[src/rtl/pot_adc_responder.sv]
// SPI responder for a 12-bit AD7476-style pot ADC: oversamples cs_n/sclk on board_clk, shifts out {zeros, sample}.
// Optional build macro POT_ADC_RAMP_EN replaces the board-supplied sample with an internal per-frame ramp.
module pot_adc_responder #(
    parameter int DATA_BITS   = 12,
    parameter int LEAD_ZEROS  = 4,
    parameter int SYNC_STAGES = 2,
    parameter int RAMP_STEP   = 1
) (
    input  logic                 board_clk,
    input  logic                 reset,
    input  logic [DATA_BITS-1:0] sample_in,
    input  logic                 sample_valid,
    input  logic                 cs_n,
    input  logic                 sclk,
    output logic                 sdata,
    output logic                 busy,
    output logic                 frame_done
);

    localparam int F  = LEAD_ZEROS + DATA_BITS;
    localparam int CW = $clog2(F + 1);

    typedef enum logic [1:0] {IDLE, SHIFT, DONE} state_t;

    state_t                 state, state_next;
    logic [F-1:0]           shift, shift_next;
    logic [CW-1:0]          bit_cnt, cnt_next;
    logic [DATA_BITS-1:0]   shadow;
    logic                   done_next;

    logic [SYNC_STAGES-1:0] cs_sync, sclk_sync;
    logic                   cs_s, sclk_s, cs_d, sclk_d;
    logic                   cs_fall, cs_rise, sclk_fall;

    // Synchronisers flush to the idle-high level so reset never fakes an edge.
    always_ff @(posedge board_clk or posedge reset) begin
        if (reset) begin
            cs_sync   <= '1;
            sclk_sync <= '1;
            cs_d      <= 1'b1;
            sclk_d    <= 1'b1;
        end else begin
            cs_sync   <= {cs_sync[SYNC_STAGES-2:0], cs_n};
            sclk_sync <= {sclk_sync[SYNC_STAGES-2:0], sclk};
            cs_d      <= cs_s;
            sclk_d    <= sclk_s;
        end
    end

    assign cs_s      = cs_sync[SYNC_STAGES-1];
    assign sclk_s    = sclk_sync[SYNC_STAGES-1];
    assign cs_fall   = cs_d & ~cs_s;
    assign cs_rise   = ~cs_d & cs_s;
    assign sclk_fall = sclk_d & ~sclk_s;

`ifdef POT_ADC_RAMP_EN
    logic unused_inputs;
    assign unused_inputs = ^{sample_in, sample_valid};

    always_ff @(posedge board_clk or posedge reset) begin
        if (reset)
            shadow <= '0;
        else if (done_next)
            shadow <= shadow + DATA_BITS'(RAMP_STEP);
    end
`else
    always_ff @(posedge board_clk or posedge reset) begin
        if (reset)
            shadow <= '0;
        else if (sample_valid)
            shadow <= sample_in;
    end
`endif

    always_ff @(posedge board_clk or posedge reset) begin
        if (reset) begin
            state      <= IDLE;
            shift      <= '0;
            bit_cnt    <= '0;
            frame_done <= 1'b0;
        end else begin
            state      <= state_next;
            shift      <= shift_next;
            bit_cnt    <= cnt_next;
            frame_done <= done_next;
        end
    end

    always_comb begin
        state_next = state;
        shift_next = shift;
        cnt_next   = bit_cnt;
        done_next  = 1'b0;
        case (state)
            IDLE: begin
                if (cs_fall) begin
                    shift_next = {{LEAD_ZEROS{1'b0}}, shadow};
                    cnt_next   = '0;
                    state_next = SHIFT;
                end
            end
            SHIFT: begin
                // A chip-select release aborts the frame even if an SCLK fall lands in the same cycle.
                if (cs_rise) begin
                    state_next = IDLE;
                end else if (sclk_fall) begin
                    shift_next = {shift[F-2:0], 1'b0};
                    if (bit_cnt == CW'(F - 1)) begin
                        done_next  = 1'b1;
                        state_next = DONE;
                    end else begin
                        cnt_next = bit_cnt + CW'(1);
                    end
                end
            end
            DONE: begin
                if (cs_rise)
                    state_next = IDLE;
            end
            default: state_next = IDLE;
        endcase
    end

    assign sdata = (state == SHIFT) ? shift[F-1] : 1'b0;
    assign busy  = (state != IDLE);

endmodule

[config.mk]
export PLATFORM = sky130hd
export DESIGN_NAME = pot_adc_responder
export DESIGN_NICKNAME = d
export VERILOG_FILES = /design/src/rtl/pot_adc_responder.sv
export SDC_FILE = /design/constraint.sdc
export NUM_CORES = 1
export LEC_CHECK = 0
export CORE_ASPECT_RATIO = 0.9
export CORE_MARGIN = 5
export CORE_UTILIZATION = 39
export DETAILED_ROUTE_END_ITERATION = 7
export GPL_ROUTABILITY_DRIVEN = 0
export PLACE_DENSITY = 0.6
export SETUP_SLACK_MARGIN = 0.5
export SLEW_MARGIN = 20
export SYNTH_ARGS = -nofsm -noshare
export SYNTH_HDL_FRONTEND = slang
export SYNTH_SLANG_ARGS = --single-unit
[constraint.sdc]
create_clock -name board_clk -period 1.9 [get_ports board_clk]
set_input_delay 0.19 -clock board_clk [delete_from_list [all_inputs] [get_ports board_clk]]
set_output_delay 0.19 -clock board_clk [all_outputs]
set_load 0.01 [all_outputs]
==> metrics, run 1 <==
Setup crit end shift[8]; slowest cell on the critical path or4b_4; syn avg cell area 13.9 um^2; met2 routed WL 1660 um; clock buffer depth 2; final setup fails 0; VDD IR max 478 uV; placed insts 219; CTS tree yes; most common cell after layout, fill and taps aside dfrtp_1; Top Metal Used met4; CP arrival 1.96 ns; layout-stage area growth over the synthesis result 36.4%; CP Capture Type register; WS Path Type reg2reg; Avg WL per Cell 14.6 um; status completed; worst min path class in2reg; Comb pwr share 29.2%; Slew @ Worst Pin 0.540 ns; Slew headroom 64.0%; max cap viols 0; Initial DRC Count 100; initial core utilization 41.0%; CTS Sinks 42; met3 wire length 158 um; root buffer cell clkbuf_8; Clock Skew 0.00633 ns; P_leak 1.08 nW; power share of the clock group 23.4%; pin count of the biggest net entering global routing 43; Final nets 199; vias in the first global route 1263; Top FF cell, synth dfrtp_1; Core Region 4520 um^2; total gr overflow 0; Worst-path clk slew 0.08 ns; R2R depth 5; CP Launch Type register; # rows 23; worst path cell trace buf_6, or4b_4, o31ai_4, buf_12, mux2_4; RSZ-0062 raised after global routing yes; Synth Instances 133; Worst setup startpoint state[1]; synth top area cells dfrtp_1 (49%), mux2_2 (19%), dfstp_2 (8.5%); sequential fraction of the synthesis area 57.1%; I/O Buffers 19; Worst R2R Setup Slack 0.12 ns; ratio of cells with drive above 1 in the final layout 49.7%; CP max stage delay 0.50 ns; htree depth 2; placed inst area 2180 um^2; WHS 0.298 ns; minimum clock period 1.78 ns; vias 1192; fraction of registers with async set/reset 100%; fin area 2530 um^2; Pins Over Slew Limit 0; Reg2Reg Capture Point shift[8]; Post-Syn Area 1850 um^2; Switching Fraction 26.7%; #FFs+latches synth 42; worst skew pair latency 0.30 ns; CTS buffer count 5; Final Hold Vio Count 0; TritonRoute pass-1 iters 4; leading area contributor after synthesis dfrtp_1; first-pass GRT wire length 6090 um; total track usage 13.2%; Layout Utilization 56.0%; Die Wd 82.7 um; Post-DP HPWL 2190 um; Pint 0.00189 W; CP required 2.08 ns; fin cells 243; total I/O pin count 20; Yosys warning total 0; Die Ht 75.4 um; Fillers 373; Antenna Nets Post-Route 0; Detailed Route WL 3540 um; EDFF count, synth 0; sum of routed wire segments on met1 1650 um; commonest non-fill, non-tap cells in the layout dfrtp_1 (36), mux2_2 (23), clkdlybuf4s50_1 (17); post-synthesis net count 152; Diodes inserted 0; Worst R2R Start state[1]; initial antenna violation count 0; vias per inst 4.91; Yosys cell types 31; max frequency 563 MHz; Yosys top cell area share 48.6%; sequential share of power 47.4%; pwr dens 1020 nW/um^2; switching pwr 0.000687 W; final worst-path cycle share 93.5%; die area 6240 um^2; Remaining DRCs 0; CP Max Fanout 8
critical path, delay by kind of cell, from the launching register on:
kind                   cells  cell delay, ns
buffers and inverters      2            0.32
AO/OA/AOI/OAI              1            0.12
flip-flops                 1            0.41
AND/OR/NAND/NOR            1            0.50
multiplexers               1            0.30
how the worst min path moves through the flow:
stage / to / cells past startpoint / start
after global routing: cs_sync[0] / 1 / cs_n
after CTS: cs_sync[0] / 1 / cs_n
after global placement: sclk_sync[1] / 0 / sclk_sync[0]
after floorplan: cs_sync[0] / 0 / cs_n
after detailed placement: sclk_sync[1] / 0 / sclk_sync[0]
final: cs_sync[0] / 1 / cs_n
Yosys cell counts, drive strengths merged (2+ instances only):
| cell | number |
|---|---|
| dfstp | 6 |
| nand2b | 4 |
| ha | 2 |
| nand2 | 7 |
| mux2i | 7 |
| dfrtp | 36 |
| mux2 | 35 |
| nor4 | 2 |
| buf | 4 |
| nor2b | 4 |
| a21oi | 2 |
| inv | 7 |
| nor2 | 3 |
per-layer routing:
layer,vias up,global-route usage [%]
met4,0,5.63
met5,-,0
li1,556,-
met2,24,19.8
met1,604,17.6
met3,8,4.37
sequential cells by signal (all words and copies together) (netlist names):
name,cells
shift,16
frame_done,1
state,2
sclk_sync,2
cs_sync,2
cs_d,1
sclk_d,1
bit_cnt,5
shadow,12
layout make-up:
type,count,area (um^2),share of cell area (%)
clock inverter,2,12.5,0.495
sequential,42,1060,41.9
inverter,7,26.3,1.04
multi-input combinational,80,825,32.6
timing repair buffer,44,447,17.7
clock buffer,6,82.6,3.27
tap,62,77.6,3.07
kinds of logic after synthesis:
| family | share of synthesized area [%] |
|---|---|
| multiplexers | 25.8 |
| flip-flops | 57.1 |
| AND/OR/NAND/NOR | 8.97 |
| buffers and inverters | 2.97 |
| AO/OA/AOI/OAI | 3.78 |
| adder cells (fa/ha/maj) | 1.35 |
timing repair:
item	4_1_cts	5_1_grt
endpoints found under the setup margin	24	26
hold buffers	0	0
resized for setup	29	5
pin swaps	6	2
setup buffers	13	2
hold endpoints to repair	0	0
gates cloned	1	0
per-stage QoR:
stage | setup WS (ns) | setup TNS [ns] | total power [W]
floorplan | 0.139 | 0 | 0.00164
CTS | 0.114 | 0 | 0.00258
global route | 0.0922 | 0 | 0.00273
finish | 0.123 | 0 | 0.00257
global placement | -0.109 | -1.07 | 0.00177
detailed placement | -0.148 | -1.43 | 0.00180
power groups by stage:
stage | Combinational [W] | Clock (W) | Sequential (W)
6_report | 0.000752 | 0.000602 | 0.00122
5_1_grt | 0.000820 | 0.000662 | 0.00125
4_1_cts | 0.000733 | 0.000624 | 0.00122
3_5_place_dp | 0.000556 | 0 | 0.00124
3_3_place_gp | 0.000533 | 0 | 0.00123
2_1_floorplan | 0.000439 | 0 | 0.00120
Power figures use the tool's default switching activity.
==> inputs of run 2 (changes only) <==
- SKIP_CTS_REPAIR_TIMING: not set -> 1
==> run 2 against run 1 <==
- sequential power about the same
- highest routed layer unchanged
- first-iteration DRC count down 40%
- global-route usage down 1.4 points
- non-clock buffer count down 3
- cell area down 2.1%
- clock-buffer cell count unchanged
- die area unchanged
==> metrics, run 2 (synthesized netlist as in run 1, its figures left out) <==
status completed (unchanged); CTS buffer count 5 (unchanged); Largest register FFs 16 (unchanged); Initial DRC Count 60 (was 100); max frequency 547 MHz (was 563 MHz); CP Capture Type register (unchanged); initial core utilization 41.0% (unchanged); CP required 2.08 ns (about the same); clock buffer depth 2 (unchanged); Comb pwr share 27.3% (was 29.2%); Die Wd 82.7 um (unchanged); die area 6240 um^2 (unchanged); Pins Over Slew Limit 0 (unchanged); Antenna Nets Post-Route 0 (unchanged); Diodes inserted 0 (unchanged); vias per inst 4.79 (was 4.91); P_leak 1.04 nW (was 1.08 nW); fin cells 240 (was 243); worst min path class in2reg (unchanged); worst slack, placed -0.148 ns (unchanged); layout-stage area growth over the synthesis result 33.5% (was 36.4%); power share of the clock group 24.1% (was 23.4%); Detailed Route WL 3510 um (was 3540 um); TritonRoute pass-1 iters 4 (unchanged); placed insts 219 (unchanged); worst skew pair latency 0.29 ns (was 0.30 ns); pwr dens 1010 nW/um^2 (was 1020 nW/um^2); vias in the first global route 1154 (was 1263); CP Max Fanout 5 (was 8); htree depth 2 (unchanged); hold_sp cs_n (unchanged); max cap viols 0 (unchanged); Final WS setup 0.0718 ns (was 0.123 ns); switching pwr 0.000674 W (was 0.000687 W); final setup fails 0 (unchanged); Final Hold Vio Count 0 (unchanged); largest registers shift: 16 flops, shadow: 12 flops, bit_cnt: 5 flops (unchanged); Post-DP HPWL 2190 um (unchanged); I/O Buffers 19 (unchanged); Worst-path clk slew 0.08 ns (about the same); pin count of the biggest net entering global routing 43 (unchanged); minimum clock period 1.83 ns (was 1.78 ns); ratio of cells with drive above 1 in the final layout 48.9% (was 49.7%); root buffer cell clkbuf_8 (unchanged); CP arrival 2.01 ns (was 1.96 ns); Switching Fraction 26.9% (was 26.7%); vias 1150 (was 1192); largest register by flop count shift (unchanged); Core Region 4520 um^2 (unchanged); RSZ-0062 raised after global routing yes (unchanged); Slew @ Worst Pin 0.535 ns (was 0.540 ns); commonest non-fill, non-tap cells in the layout dfrtp_1 (36), mux2_2 (31), clkdlybuf4s50_1 (17) (was dfrtp_1 (36), mux2_2 (23), clkdlybuf4s50_1 (17)); WS Path Type reg2reg (unchanged); WHS 0.299 ns (was 0.298 ns); Remaining DRCs 0 (unchanged); Worst setup startpoint state[1] (unchanged); total track usage 11.8% (was 13.2%); CP Launch Type register (unchanged); Die Ht 75.4 um (unchanged); first-pass GRT wire length 5450 um (was 6090 um); Slew headroom 64.3% (was 64.0%); CTS Sinks 42 (unchanged); most common cell after layout, fill and taps aside dfrtp_1 (unchanged); CTS tree yes (unchanged); Clock Skew 0.00503 ns (was 0.00633 ns); Pint 0.00183 W (was 0.00189 W); Worst R2R Start state[1] (unchanged); Avg WL per Cell 14.6 um (about the same); sequential share of power 48.7% (was 47.4%); # rows 23 (unchanged); total I/O pin count 20 (unchanged); VDD IR max 484 uV (was 478 uV); total gr overflow 0 (unchanged); initial antenna violation count 0 (unchanged); final worst-path cycle share 96.2% (was 93.5%); Final nets 196 (was 199)
## run 2: changes by cell type in the layout (fill, tap and decap cells not counted), sizes merged
cell,before,now
clkbuf,6,8
buf,26,22
clkdlybuf4s15,1,0
## run 2: path summary, 6_finish.rpt
| path | endpoint | slack [ns] | cells past startpoint |
|---|---|---|---|
| setup / recovery | shift[3] | 0.07 | 5 |
| hold / removal | cs_sync[0] | 0.30 | 1 |
| setup reg to reg | shift[3] | 0.07 | 5 |
| hold reg to reg | cs_sync[1] | 0.36 | 0 |
| max in group asynchronous | cs_sync[1] | 1.19 | 3 |
| min in group asynchronous | shadow[11] | 0.33 | 3 |
## run 2: critical path, stage by stage, from the launching register on
cell and delay, ns:
dfrtp_1 0.41, buf_6 0.13, or4b_4 0.53, o31ai_4 0.13
clkbuf_16 0.23, mux2_4 0.30
## run 2: cell type report
type / instances / area, um^2
fillers: 382 / 2040
flip-flops and latches: 42 / 1060
multi-input cells: 80 / 802
repair buffers: 41 / 415
clock buffers: 6 / 82.6
well taps: 62 / 77.6
inverters: 7 / 26.3
clock inverters: 2 / 12.5
## run 2: through the flow
stage	util, %	TNS, ns	total power, W	instance area (um^2)
after floorplan	-	0	0.00164	1870
after global placement	48.3	-1.07	0.00177	2180
after detailed placement	48.3	-1.43	0.00180	2180
after CTS	50.4	-1.65	0.00240	2280
after global routing	54.8	0	0.00264	2470
final	54.8	0	0.00250	2470
## run 2: power groups by stage
stage          clock [W]  sequential (W)  combinational [W]
6_report        0.000603         0.00122           0.000682
5_1_grt         0.000657         0.00124           0.000744
4_1_cts         0.000624         0.00122           0.000557
3_5_place_dp           0         0.00124           0.000556
3_3_place_gp           0         0.00123           0.000533
2_1_floorplan          0         0.00120           0.000439
## run 2: metal layers
layer / vias to the layer above / wire length [um] / GRT usage (%)
met5: - / 0 / 0
met4: 0 / 72 / 3.81
met3: 7 / 157 / 4.26
met2: 20 / 1690 / 18.3
met1: 572 / 1600 / 15.5
li1: 551 / - / -
